<file path="config.mk">
export PLATFORM = sky130hd
export DESIGN_NAME = aline_acq_sequencer_flat
export DESIGN_NICKNAME = d
export VERILOG_FILES = /design/src/rtl/aline_acq_sequencer_if.sv /design/src/rtl/aline_acq_sequencer.sv /design/src/flat_wrapper.sv
export SDC_FILE = /design/constraint.sdc
export NUM_CORES = 1
export LEC_CHECK = 0
export ABC_CLOCK_PERIOD_IN_PS = 2600
export CAP_MARGIN = 30
export CORE_MARGIN = 5
export CORE_UTILIZATION = 50
export CTS_CLUSTER_DIAMETER = 200
export CTS_CLUSTER_SIZE = 40
export DETAILED_ROUTE_END_ITERATION = 16
export PLACE_DENSITY = 0.72
export SLEW_MARGIN = 20
export SYNTH_ARGS = -nofsm -noshare
export SYNTH_HDL_FRONTEND = slang
export SYNTH_SLANG_ARGS = --single-unit
</file>
<file path="constraint.sdc">
create_clock -name clock -period 2.6 [get_ports clock]
set_input_delay 0.52 -clock clock [delete_from_list [all_inputs] [get_ports clock]]
set_output_delay 0.52 -clock clock [all_outputs]
set_load 0.02 [all_outputs]
</file>
<file path="src/rtl/aline_acq_sequencer_if.sv">
// Sweep/sample inputs, buffer write strobes and line-handoff handshake of the A-line sequencer.
// With OVERRUN_COUNT_EN defined the bundle also carries the 16-bit dropped-line counter.
interface aline_acq_sequencer_if;
  logic        enable;
  logic        sweep_trig;
  logic        sample_valid;
  logic        wr_en;
  logic [10:0] wr_addr;
  logic        wr_bank;
  logic        line_valid;
  logic        line_bank;
  logic [9:0]  line_num;
  logic        line_ack;
  logic        frame_done;
  logic        overrun;
  logic        overrun_clr;
`ifdef OVERRUN_COUNT_EN
  logic [15:0] overrun_cnt;

  modport master (
    input  enable, sweep_trig, sample_valid, line_ack, overrun_clr,
    output wr_en, wr_addr, wr_bank, line_valid, line_bank, line_num,
           frame_done, overrun, overrun_cnt
  );
  modport slave (
    output enable, sweep_trig, sample_valid, line_ack, overrun_clr,
    input  wr_en, wr_addr, wr_bank, line_valid, line_bank, line_num,
           frame_done, overrun, overrun_cnt
  );
`else
  modport master (
    input  enable, sweep_trig, sample_valid, line_ack, overrun_clr,
    output wr_en, wr_addr, wr_bank, line_valid, line_bank, line_num,
           frame_done, overrun
  );
  modport slave (
    output enable, sweep_trig, sample_valid, line_ack, overrun_clr,
    input  wr_en, wr_addr, wr_bank, line_valid, line_bank, line_num,
           frame_done, overrun
  );
`endif
endinterface

</file>
<file path="src/rtl/aline_acq_sequencer.sv">
// A-line acquisition sequencer: ping-pong buffer writes one cycle after sample_valid, line handoff two cycles after the last sample.
// A line completing while readout still holds the previous one is dropped; OVERRUN_COUNT_EN adds a saturating drop counter.
module aline_acq_sequencer #(
  parameter int NSAMPLES = 1170,
  parameter int NLINES   = 512
) (
  input  logic              clock,
  input  logic              reset_n,
  aline_acq_sequencer_if.master bus
);

  typedef enum logic [1:0] {IDLE, ARM, ACQ, DONE} state_t;

  localparam logic [10:0] LAST_SAMPLE = 11'(NSAMPLES - 1);
  localparam logic [9:0]  LAST_LINE   = 10'(NLINES - 1);

  state_t      state_q;
  logic        trig_q;
  logic [10:0] cnt_q;
  logic [9:0]  idx_q;
  logic        wr_en_q;
  logic [10:0] wr_addr_q;
  logic        wr_bank_q;
  logic        line_valid_q;
  logic        line_bank_q;
  logic [9:0]  line_num_q;
  logic        frame_done_q;
  logic        overrun_q;
  logic        overrun_d;

  logic trig_edge;
  logic still_pending;
  logic drop;

  assign trig_edge     = bus.sweep_trig & ~trig_q;
  // An ack in the completion cycle frees the slot before the new line claims it.
  assign still_pending = line_valid_q & ~bus.line_ack;
  assign drop          = (state_q == DONE) & bus.enable & still_pending;

  always_comb begin
    overrun_d = overrun_q;
    if (bus.overrun_clr) overrun_d = 1'b0;
    if (drop)            overrun_d = 1'b1;
  end

`ifdef OVERRUN_COUNT_EN
  logic [15:0] overrun_cnt_q;
  logic [15:0] overrun_cnt_d;

  always_comb begin
    overrun_cnt_d = overrun_cnt_q;
    if (bus.overrun_clr)
      overrun_cnt_d = drop ? 16'd1 : 16'd0;
    else if (drop && overrun_cnt_q != 16'hFFFF)
      overrun_cnt_d = overrun_cnt_q + 16'd1;
  end

  always_ff @(posedge clock or negedge reset_n) begin
    if (!reset_n) overrun_cnt_q <= '0;
    else          overrun_cnt_q <= overrun_cnt_d;
  end

  assign bus.overrun_cnt = overrun_cnt_q;
`endif

  always_ff @(posedge clock or negedge reset_n) begin
    if (!reset_n) begin
      state_q      <= IDLE;
      trig_q       <= 1'b0;
      cnt_q        <= '0;
      idx_q        <= '0;
      wr_en_q      <= 1'b0;
      wr_addr_q    <= '0;
      wr_bank_q    <= 1'b0;
      line_valid_q <= 1'b0;
      line_bank_q  <= 1'b0;
      line_num_q   <= '0;
      frame_done_q <= 1'b0;
      overrun_q    <= 1'b0;
    end else begin
      trig_q       <= bus.sweep_trig;
      wr_en_q      <= 1'b0;
      frame_done_q <= 1'b0;
      overrun_q    <= overrun_d;
      if (bus.line_ack) line_valid_q <= 1'b0;
      if (state_q == IDLE) idx_q <= '0;

      if (!bus.enable) begin
        state_q <= IDLE;
      end else begin
        case (state_q)
          IDLE: state_q <= ARM;
          ARM: begin
            if (trig_edge) begin
              cnt_q   <= '0;
              state_q <= ACQ;
            end
          end
          ACQ: begin
            if (bus.sample_valid) begin
              wr_en_q   <= 1'b1;
              wr_addr_q <= cnt_q;
              cnt_q     <= cnt_q + 11'd1;
              if (cnt_q == LAST_SAMPLE) state_q <= DONE;
            end
          end
          DONE: begin
            // On a drop the bank is not flipped, so the next sweep overwrites it.
            if (!still_pending) begin
              line_valid_q <= 1'b1;
              line_bank_q  <= wr_bank_q;
              line_num_q   <= idx_q;
              wr_bank_q    <= ~wr_bank_q;
            end
            frame_done_q <= (idx_q == LAST_LINE);
            idx_q        <= (idx_q == LAST_LINE) ? 10'd0 : idx_q + 10'd1;
            state_q      <= ARM;
          end
          default: state_q <= IDLE;
        endcase
      end
    end
  end

  assign bus.wr_en      = wr_en_q;
  assign bus.wr_addr    = wr_addr_q;
  assign bus.wr_bank    = wr_bank_q;
  assign bus.line_valid = line_valid_q;
  assign bus.line_bank  = line_bank_q;
  assign bus.line_num   = line_num_q;
  assign bus.frame_done = frame_done_q;
  assign bus.overrun    = overrun_q;

endmodule

</file>
<file path="src/flat_wrapper.sv">
// flat-port wrapper written by rule: the top's interface ports become plain ports
module aline_acq_sequencer_flat 
#(
  parameter int NSAMPLES = 1170,
  parameter int NLINES   = 512
)
  (clock, reset_n, bus_enable, bus_sweep_trig, bus_sample_valid, bus_line_ack, bus_overrun_clr, bus_wr_en, bus_wr_addr, bus_wr_bank, bus_line_valid, bus_line_bank, bus_line_num, bus_frame_done, bus_overrun);
  aline_acq_sequencer_if bus_i ();
  input  logic clock;
  input  logic reset_n;
  input wire logic [$bits(bus_i.enable)-1:0] bus_enable;
  input wire logic [$bits(bus_i.sweep_trig)-1:0] bus_sweep_trig;
  input wire logic [$bits(bus_i.sample_valid)-1:0] bus_sample_valid;
  input wire logic [$bits(bus_i.line_ack)-1:0] bus_line_ack;
  input wire logic [$bits(bus_i.overrun_clr)-1:0] bus_overrun_clr;
  output wire logic [$bits(bus_i.wr_en)-1:0] bus_wr_en;
  output wire logic [$bits(bus_i.wr_addr)-1:0] bus_wr_addr;
  output wire logic [$bits(bus_i.wr_bank)-1:0] bus_wr_bank;
  output wire logic [$bits(bus_i.line_valid)-1:0] bus_line_valid;
  output wire logic [$bits(bus_i.line_bank)-1:0] bus_line_bank;
  output wire logic [$bits(bus_i.line_num)-1:0] bus_line_num;
  output wire logic [$bits(bus_i.frame_done)-1:0] bus_frame_done;
  output wire logic [$bits(bus_i.overrun)-1:0] bus_overrun;
  assign bus_i.enable = bus_enable;
  assign bus_i.sweep_trig = bus_sweep_trig;
  assign bus_i.sample_valid = bus_sample_valid;
  assign bus_i.line_ack = bus_line_ack;
  assign bus_i.overrun_clr = bus_overrun_clr;
  assign bus_wr_en = bus_i.wr_en;
  assign bus_wr_addr = bus_i.wr_addr;
  assign bus_wr_bank = bus_i.wr_bank;
  assign bus_line_valid = bus_i.line_valid;
  assign bus_line_bank = bus_i.line_bank;
  assign bus_line_num = bus_i.line_num;
  assign bus_frame_done = bus_i.frame_done;
  assign bus_overrun = bus_i.overrun;
  aline_acq_sequencer #(.NSAMPLES(NSAMPLES), .NLINES(NLINES)) u_core (.clock(clock), .reset_n(reset_n), .bus(bus_i));
endmodule
</file>
==> After elaboration in Yosys (flattened, before gate mapping) <==
Cells that the tools add are included.
{ "op_classes": {"add_sub_neg": 2, "n_eq_ne": 10, "n_mux": 23, "bitwise_logic": 8, "n_reduce_logical": 8} }
{ "ops": {"columns": ["operator", "count"], "rows": [
  ["$mux 10", 4],
  ["$mux 11", 2],
  ["$pmux 11 s2", 1],
  ["$add 11x1->11 const B", 1],
  ["$eq 11x11->1 const B", 1],
  ["$mux 1", 11],
  ["$add 10x1->10 const B", 1],
  ["$eq 10x9->1 const B", 1],
  ["$reduce_and 3->1", 3],
  ["$mux 2", 4],
  ["$ne 3x2->1 const B", 2],
  ["$pmux 2 s3", 1],
  ["$and 1x1->1", 4],
  ["$eq 2x2->1 const B", 2],
  ["$not 1->1", 4],
  ["$reduce_and 4->1", 1],
  ["$reduce_bool 2->1", 2],
  ["$ne 3x3->1 const B", 1],
  ["$eq 2x1->1 const B", 1],
  ["$logic_not 2->1", 1],
  ["$ne 2x1->1 const B", 1],
  ["$ne 2x2->1 const B", 1],
  ["$reduce_or 2->1", 1]
]} }
{ "totals": {"regBits": 51, "input_bits": 7, "output_inout_bits": 27, "wordCells": 63} }

==> Longest topological paths before layout <==
Gate-level depths: netlist of run 1.
{ "depth": {"word_depth": 5, "mapped_depth": 7, "ltp_nobuf": 6} }

==> Worst setup path before layout of run 1 <==
OpenSTA, ideal clock, no wires.
{ "synth_path": {"kind": "reg2reg", "startpoint": "register u_core.state_q[0]", "endpoint": "register u_core.cnt_q[8]", "setup_ns": 0.077, "arrival_time_ns": 1.754, "t_required_ns": 2.523, "path_slack_ns": 0.768, "path_stages_with_launch": 8, "n_path_buf": 1, "synth_period_minus_slack_ns": 1.832, "path_cell_list": "dfrtp_1 -> inv_1 -> ha_1 -> mux2_4 -> o2111ai_4 -> buf_6 -> or4_1 -> a21oi_1"} }
{ "synth_via": {"elab_chain_cells": 3, "word_cells_on_any_way": 7, "classes_between": "eq/ne (4); mux (1); reduce/logical (2)"} }
{ "synth_lines": {"columns": ["item", "line", "rtl"], "rows": [
  ["from (decl)", "aline_acq_sequencer.sv:17", "state_t state_q;"],
  ["from (signal assigned)", "aline_acq_sequencer.sv:68", "state_q <= IDLE;"],
  ["from (signal assigned)", "aline_acq_sequencer.sv:89", "state_q <= IDLE;"],
  ["from (signal assigned)", "aline_acq_sequencer.sv:92", "IDLE: state_q <= ARM;"],
  ["$eq 2x1->1 or $eq 2x2->1 (tied branches)", "aline_acq_sequencer.sv:91", "case (state_q)"],
  ["$ne 2x1->1 (no line), or another cell as far along", null, null],
  ["$reduce_and 4->1 (no line)", null, null],
  ["to (signal assigned)", "aline_acq_sequencer.sv:103", "cnt_q <= cnt_q + 11'd1;"],
  ["to (decl)", "aline_acq_sequencer.sv:19", "logic [10:0] cnt_q;"]
]} }
Several ways; a longest one is shown, not always the timed one.
A chain may end at the register's enable or synchronous reset.

==> Worst setup path in the final report of run 1 <==
{ "layout_path": {"startpoint": "register u_core.state_q[0]", "endpoint": "register u_core.cnt_q[7]"} }
Same word-level chain as after synthesis.

==> results of run 1 <==
==> final cells by class <==
| cell class | instances | area share |
|---|---|---|
| clock buffers | 6 | 0.0253 |
| clock inverters | 1 | 0.0105 |
| inverters | 9 | 0.0118 |
| multi-input cells | 140 | 0.357 |
| flip-flops and latches | 51 | 0.445 |
| well taps | 54 | 0.0236 |
| repair buffers | 38 | 0.127 |
==> Yosys cell counts (all sizes together) <==
library cell / count / area, um2
and4: 2 / 17.5
o41ai: 1 / 8.76
a21oi: 9 / 45.0
and2b: 1 / 8.76
mux2i: 2 / 20.0
nor2: 3 / 11.3
buf: 4 / 26.3
nor3: 1 / 5.00
a31oi: 3 / 18.8
nor4bb: 1 / 10.0
clkbuf: 3 / 11.3
o22ai: 1 / 6.26
or2: 2 / 12.5
and2: 2 / 13.8
nand2: 17 / 63.8
and3b: 1 / 8.76
nor4: 1 / 6.26
o31ai: 8 / 60.1
nand3: 9 / 45.0
o21ai: 17 / 85.1
nor4b: 1 / 8.76
and3: 2 / 12.5
o2111ai: 1 / 26.3
a22o: 1 / 8.76
nor2b: 3 / 18.8
dfrtp: 51 / 1280
nand4: 5 / 31.3
mux2: 22 / 251
a2bb2oi: 1 / 8.76
o311ai: 2 / 17.5
inv: 9 / 33.8
or3: 3 / 20.0
xor2: 1 / 8.76
o211ai: 1 / 7.51
or4: 5 / 37.5
ha: 8 / 100
nand2b: 3 / 18.8
==> routing by layer <==
metal | vias up | global-route usage | share of wire
met5 | - | 0 | 0
met4 | 0 | 0.0498 | 0.013
met3 | 7 | 0.0295 | 0.047
met2 | 49 | 0.240 | 0.45
met1 | 824 | 0.220 | 0.49
li1 | 836 | - | -
==> report_power, final <==
| part | switching (mW) | internal (mW) | leakage (nW) | total [mW] |
|---|---|---|---|---|
| Combinational | 0.256 | 0.196 | 0.532 | 0.452 |
| Sequential | 0.0483 | 0.848 | 0.704 | 0.896 |
| Clock | 0.236 | 0.282 | 0.0513 | 0.518 |
==> logic make-up after synthesis <==
| kind of cell | count (synthesis) |
|---|---|
| XOR/XNOR | 1 |
| flip-flops | 51 |
| AND/OR/NAND/NOR | 62 |
| adder cells (fa/ha/maj) | 8 |
| multiplexers | 24 |
| AO/OA/AOI/OAI | 45 |
| buffers and inverters | 16 |
==> worst max-delay path, cell delays in order, from the launching register on <==
cell       delay [ns]
dfrtp_1          0.43
inv_1            0.09
ha_1             0.28
mux2_4           0.25
o2111ai_4        0.18
or4_1            0.56
a21oi_1          0.15
==> worst paths after layout <==
kind	from	endpoint	cells after the start
worst max register to register	u_core.state_q[0]	u_core.cnt_q[7]	6
max in group asynchronous	reset_n	u_core.trig_q	2
worst max-delay path	u_core.state_q[0]	u_core.cnt_q[7]	6
worst min register to register	u_core.bus.wr_addr[1]	u_core.bus.wr_addr[1]	2
min in group clock	u_core.bus.wr_addr[1]	u_core.bus.wr_addr[1]	2
worst min-delay path	reset_n	u_core.bus.wr_addr[3]	2
==> placed cells by master (no fill, tap or decap), drive strengths merged, types with 3 or more instances in the layout <==
cell and n:
a21oi 9, nand2 17, buf 6, dfrtp 51
ha 8, clkdlybuf4s50 32, nand3 9, or3 3
nand2b 3, clkbuf 6, inv 9, mux2 22
nor2 3, o21ai 17, nor2b 3, a31oi 3
nand4 5, o31ai 8, or4 5
==> metrics by stage <==
stage	hold WS, ns	std cells
final	0.326	299
after global routing	0.378	299
after CTS	0.344	299
after detailed placement	0.474	292
after global placement	0.462	292
after floorplan	0.224	207
==> flip-flops by register name, summed over array words and instances (netlist names) <==
register / cells
u_core.state_q: 2
u_core.bus.line_bank: 1
u_core.bus.wr_en: 1
u_core.cnt_q: 11
u_core.bus.wr_bank: 1
u_core.trig_q: 1
u_core.bus.line_valid: 1
u_core.bus.line_num: 10
u_core.bus.wr_addr: 11
u_core.idx_q: 10
u_core.bus.overrun: 1
u_core.bus.frame_done: 1
==> results_dict.tcl, run 1 <==
set metrics [dict create \
    clk-insertion-delay-late_ns 0.29 \
    finalPower_mw 1.87 \
    setup_ws_ns 0.581 \
    route.detailed.drc 0 \
    outcome "completed" \
    ys_seq_elements 51 \
    syn_inst 207 \
    area_growth_pct 20.9 \
    io_pins 34 \
    cp_max_fo 12 \
    post-place-ws_ns 0.379 \
    hold_path.class "input port to async pin" \
    ys_seq_area_frac 0.538 \
    syn_area_um2 2370 \
    cts_root_buf "clkbuf_8" \
    synth_xor_area_frac 0.00369 \
    clk_path_buf_depth 2 \
    cts_max_level 2 \
    finalHoldViolCount 0 \
    routabilityCongestion 0.794 \
    drt-pass1-iter-count 4 \
    coreArea_um2 4660 \
    die_h_um 78.9 \
    finalClockSkew_ns 0.00631 \
    grt_pass1_vias 1646 \
    drt_iter0_drc 142 \
    synthesis.nets 222 \
    layout-drive-gt1-share 0.163 \
    fin_tns_setup_ns 0 \
    fmax_mhz 495 \
    postSynthAreaPerCell_um2 11.5 \
    rows 25 \
    synth_simple_gate_area_frac 0.148 \
    cts_tree "built" \
    die_w_um 78.9 \
    synthMuxAreaShare 0.115 \
    ys_warn_count 0 \
    synthAdderAreaFrac 0.0422 \
    fin_crit_sh 0.777 \
    vias 1716 \
    grt_pass1_wl_um 7820 \
    io_buffers 33 \
    period_minus_slack_ns 2.02 \
    grt_setup_unrepaired "false" \
    post_cts_resized 0 \
    ir_worst_vdd_uv 437 \
    multi_input_area_um2 1020 \
    finalMaxSlewViolations 0 \
    worst_pin_slew_ns 0.635 \
    overflow 0 \
    powerDensity_nw_per_um2 651 \
    antenna_found_initial 0 \
    placed_cell_area_um2 2760 \
    ys_types 41 \
    routedWlPerCell_um 15.2 \
    grt_util_all_layers 0.155 \
    seq_area_um2 1280 \
    p_leak_nw 1.29 \
    max_cap_violations 0 \
    cts_hold_buf 0 \
    die_area_um2 6220 \
    r2r_setup_slack_ns 0.58 \
    critPathKind "flip-flop to flip-flop" \
    final_util 0.615 \
    routed_wirelength_um 4530 \
    grt_max_degree 52 \
    critPathArrivalTime_ns 2.24 \
    diodes 0 \
    finalSetupViolations 0 \
    fin_nets 260 \
    ant_nets 0 \
    synth_compound_area_frac 0.123 \
    endpoint_kind "flip-flop" \
    dp_hpwl_um 3180 \
    cts_sinks 51 \
    post-route-cell-area_um2 2870 \
    maxSlewHeadroom 0.577 \
    cts_made_buffers 5 \
    critPathLaunchType "flip-flop" \
    synth_top_family_by_area "simple AND/OR/NAND/NOR gates" \
    fillers 375 \
    via_per_inst 5.74 \
    required_ns 2.82 \
    clk_pin_slew_ns 0.09 \
    cts_setup_buffers 0 \
    start_util 0.509 \
]
No activity file was read; power rests on OpenSTA's default activity.
==> inputs of run 2 (changes only) <==
--- a/config.mk
+++ b/config.mk
@@ -5,14 +5,14 @@
 export SDC_FILE = /design/constraint.sdc
 export NUM_CORES = 1
 export LEC_CHECK = 0
-export ABC_CLOCK_PERIOD_IN_PS = 2600
+export ABC_CLOCK_PERIOD_IN_PS = 1760
 export CAP_MARGIN = 30
 export CORE_MARGIN = 5
-export CORE_UTILIZATION = 50
+export CORE_UTILIZATION = 48
 export CTS_CLUSTER_DIAMETER = 200
 export CTS_CLUSTER_SIZE = 40
 export DETAILED_ROUTE_END_ITERATION = 16
-export PLACE_DENSITY = 0.72
+export PLACE_DENSITY = 0.73
 export SLEW_MARGIN = 20
 export SYNTH_ARGS = -nofsm -noshare
 export SYNTH_HDL_FRONTEND = slang
==> constraint.sdc (replaced) <==
create_clock -name clock -period 1.76 [get_ports clock]
set_input_delay 0.352 -clock clock [delete_from_list [all_inputs] [get_ports clock]]
set_output_delay 0.352 -clock clock [all_outputs]
set_load 0.02 [all_outputs]
==> results_dict.tcl, run 2 (synthesized netlist as in run 1, its figures left out) <==
set metrics [dict create \
    grt_pass1_wl_um 8560 \
    max_stage_delay_ns 0.42 \
    drt_iter0_drc 98 \
    critical_path.top_delay_family "buffers and inverters" \
    dp_hpwl_um 3510 \
    critPathArrivalTime_ns 2.02 \
    path_cells "buf_4, ha_4, mux2_4, buf_4, o211ai_1, buf_4, o21ai_1, o31ai_2" \
    cts_hold_buf 0 \
    io_buffers 33 \
    maxSlewHeadroom 0.672 \
    setup_ws_ns -0.0546 \
    finalSetupViolations 5 \
    worstSetupPathDepth 8 \
    routabilityCongestion 0.823 \
    grt_pass1_vias 1835 \
    critPathLaunchType "flip-flop" \
    setup.worst_path.start "u_core.state_q[0]" \
    required_ns 1.97 \
    die_w_um 80.3 \
    start_util 0.499 \
    io_pins 34 \
    clk_path_buf_depth 2 \
    vias 1875 \
    overflow 0 \
    layout-drive-gt1-share 0.313 \
    ant_nets 0 \
    routed_wirelength_um 5150 \
    hold_path.class "input port to async pin" \
    routedWlPerCell_um 15.4 \
    grt_setup_unrepaired "true" \
    die_area_um2 6440 \
    p_leak_nw 1.40 \
    fin_nets 282 \
    route.detailed.drc 0 \
    grt_util_all_layers 0.170 \
    diodes 0 \
    ir_worst_vdd_uv 724 \
    cts_sinks 51 \
    endpoint_kind "flip-flop" \
    layoutNonFillerInstCount 335 \
    fillers 382 \
    endpoint "u_core.cnt_q[4]" \
    fmax_mhz 551 \
    die_h_um 80.3 \
    grt_max_degree 32 \
    area_growth_pct 33.0 \
    final_cell_mix "51 x dfrtp_1, 32 x clkdlybuf4s50_1, 23 x buf_4, 21 x mux2_2, 16 x nand2_1" \
    clk_pin_slew_ns 0.08 \
    worst_pin_slew_ns 0.491 \
    critPathKind "flip-flop to flip-flop" \
    whs_ns 0.0111 \
    slowest_stage "dfrtp_1" \
    cts_tree "built" \
    outcome "finished, violations left" \
    period_minus_slack_ns 1.81 \
    rr_worst_depth 8 \
    r2r_setup_slack_ns -0.05 \
    clk-insertion-delay-late_ns 0.29 \
    powerDensity_nw_per_um2 953 \
    r2r-start "u_core.state_q[0]" \
    cts_made_buffers 5 \
    reg2reg_to "u_core.cnt_q[4]" \
    final_common_cell "dfrtp_1" \
    failed_checks "setup timing" \
    via_per_inst 5.60 \
    drt-pass1-iter-count 5 \
    antenna_found_initial 0 \
    cts_root_buf "clkbuf_8" \
    fin_crit_sh 1.03 \
    coreArea_um2 4750 \
    cp_max_fo 6 \
    dp_cells 320 \
    critPathBufInv 3 \
    cp_common_cell "buf_4" \
    max_cap_violations 0 \
    fin_tns_setup_ns -0.131 \
    finalHoldViolCount 0 \
    finalMaxSlewViolations 0 \
    finalClockSkew_ns 0.00497 \
    cts_max_level 2 \
    rows 25 \
]
-- run 2: per-stage QoR --
stage	utilization	instance area [um2]	worst slack [ns]	power [mW]
after floorplan	-	2370	0.0147	1.77
after global placement	0.612	2910	-0.230	2.10
after detailed placement	0.612	2910	-0.264	2.12
after CTS	0.643	3060	-0.00918	2.91
after global routing	0.663	3150	-0.136	3.16
final	0.663	3150	-0.0546	3.00
-- run 2: area by class of cell --
cell class                 count  area, um2  area share
sequential                    51       1280       0.405
multi-input combinational    141       1120       0.354
clock buffer                   8        100      0.0317
tap                           67       83.8      0.0266
timing repair buffer          59        541       0.171
inverter                       9       36.3      0.0115
-- run 2: worst register-to-register path: stages, from the launching register on --
cell	delay (ns)
dfrtp_1	0.42
buf_4	0.16
ha_4	0.17
mux2_4	0.30
buf_4	0.15
o211ai_1	0.14
buf_4	0.21
o21ai_1	0.10
o31ai_2	0.08
-- run 2: where the power goes --
part	total, mW	switching (mW)	internal, mW
registers	1.32	0.0683	1.25
logic	0.980	0.509	0.471
clock network	0.702	0.344	0.359
total	3.00	0.921	2.08
-- run 2: how the worst min path moves through the flow --
stage,from,end,slack (ns),cells after the start
CTS,reset_n,u_core.bus.wr_addr[3],0.02,1
global placement,reset_n,u_core.bus.wr_addr[3],0.34,1
floorplan,reset_n,u_core.bus.frame_done,0.06,0
detailed placement,reset_n,u_core.bus.wr_addr[3],0.34,1
global route,reset_n,u_core.bus.wr_addr[3],0.04,1
finish,reset_n,u_core.bus.wr_addr[3],0.01,1
-- run 2: what timing repair did --
action / CTS / global route
hold endpoints to repair: 0 / 0
gates cloned: 1 / 0
pin swaps: 1 / 5
setup endpoints to repair: 2 / 32
setup buffers: 4 / 2
resized for setup: 4 / 25
-- run 2: layer usage --
layer  global-route usage  share of wire  vias up
met3               0.0258          0.048       10
met4               0.0693          0.022        0
met2                0.265           0.48       62
met1                0.236           0.45      916
met5                    0              0        -
li1                     -              -      887
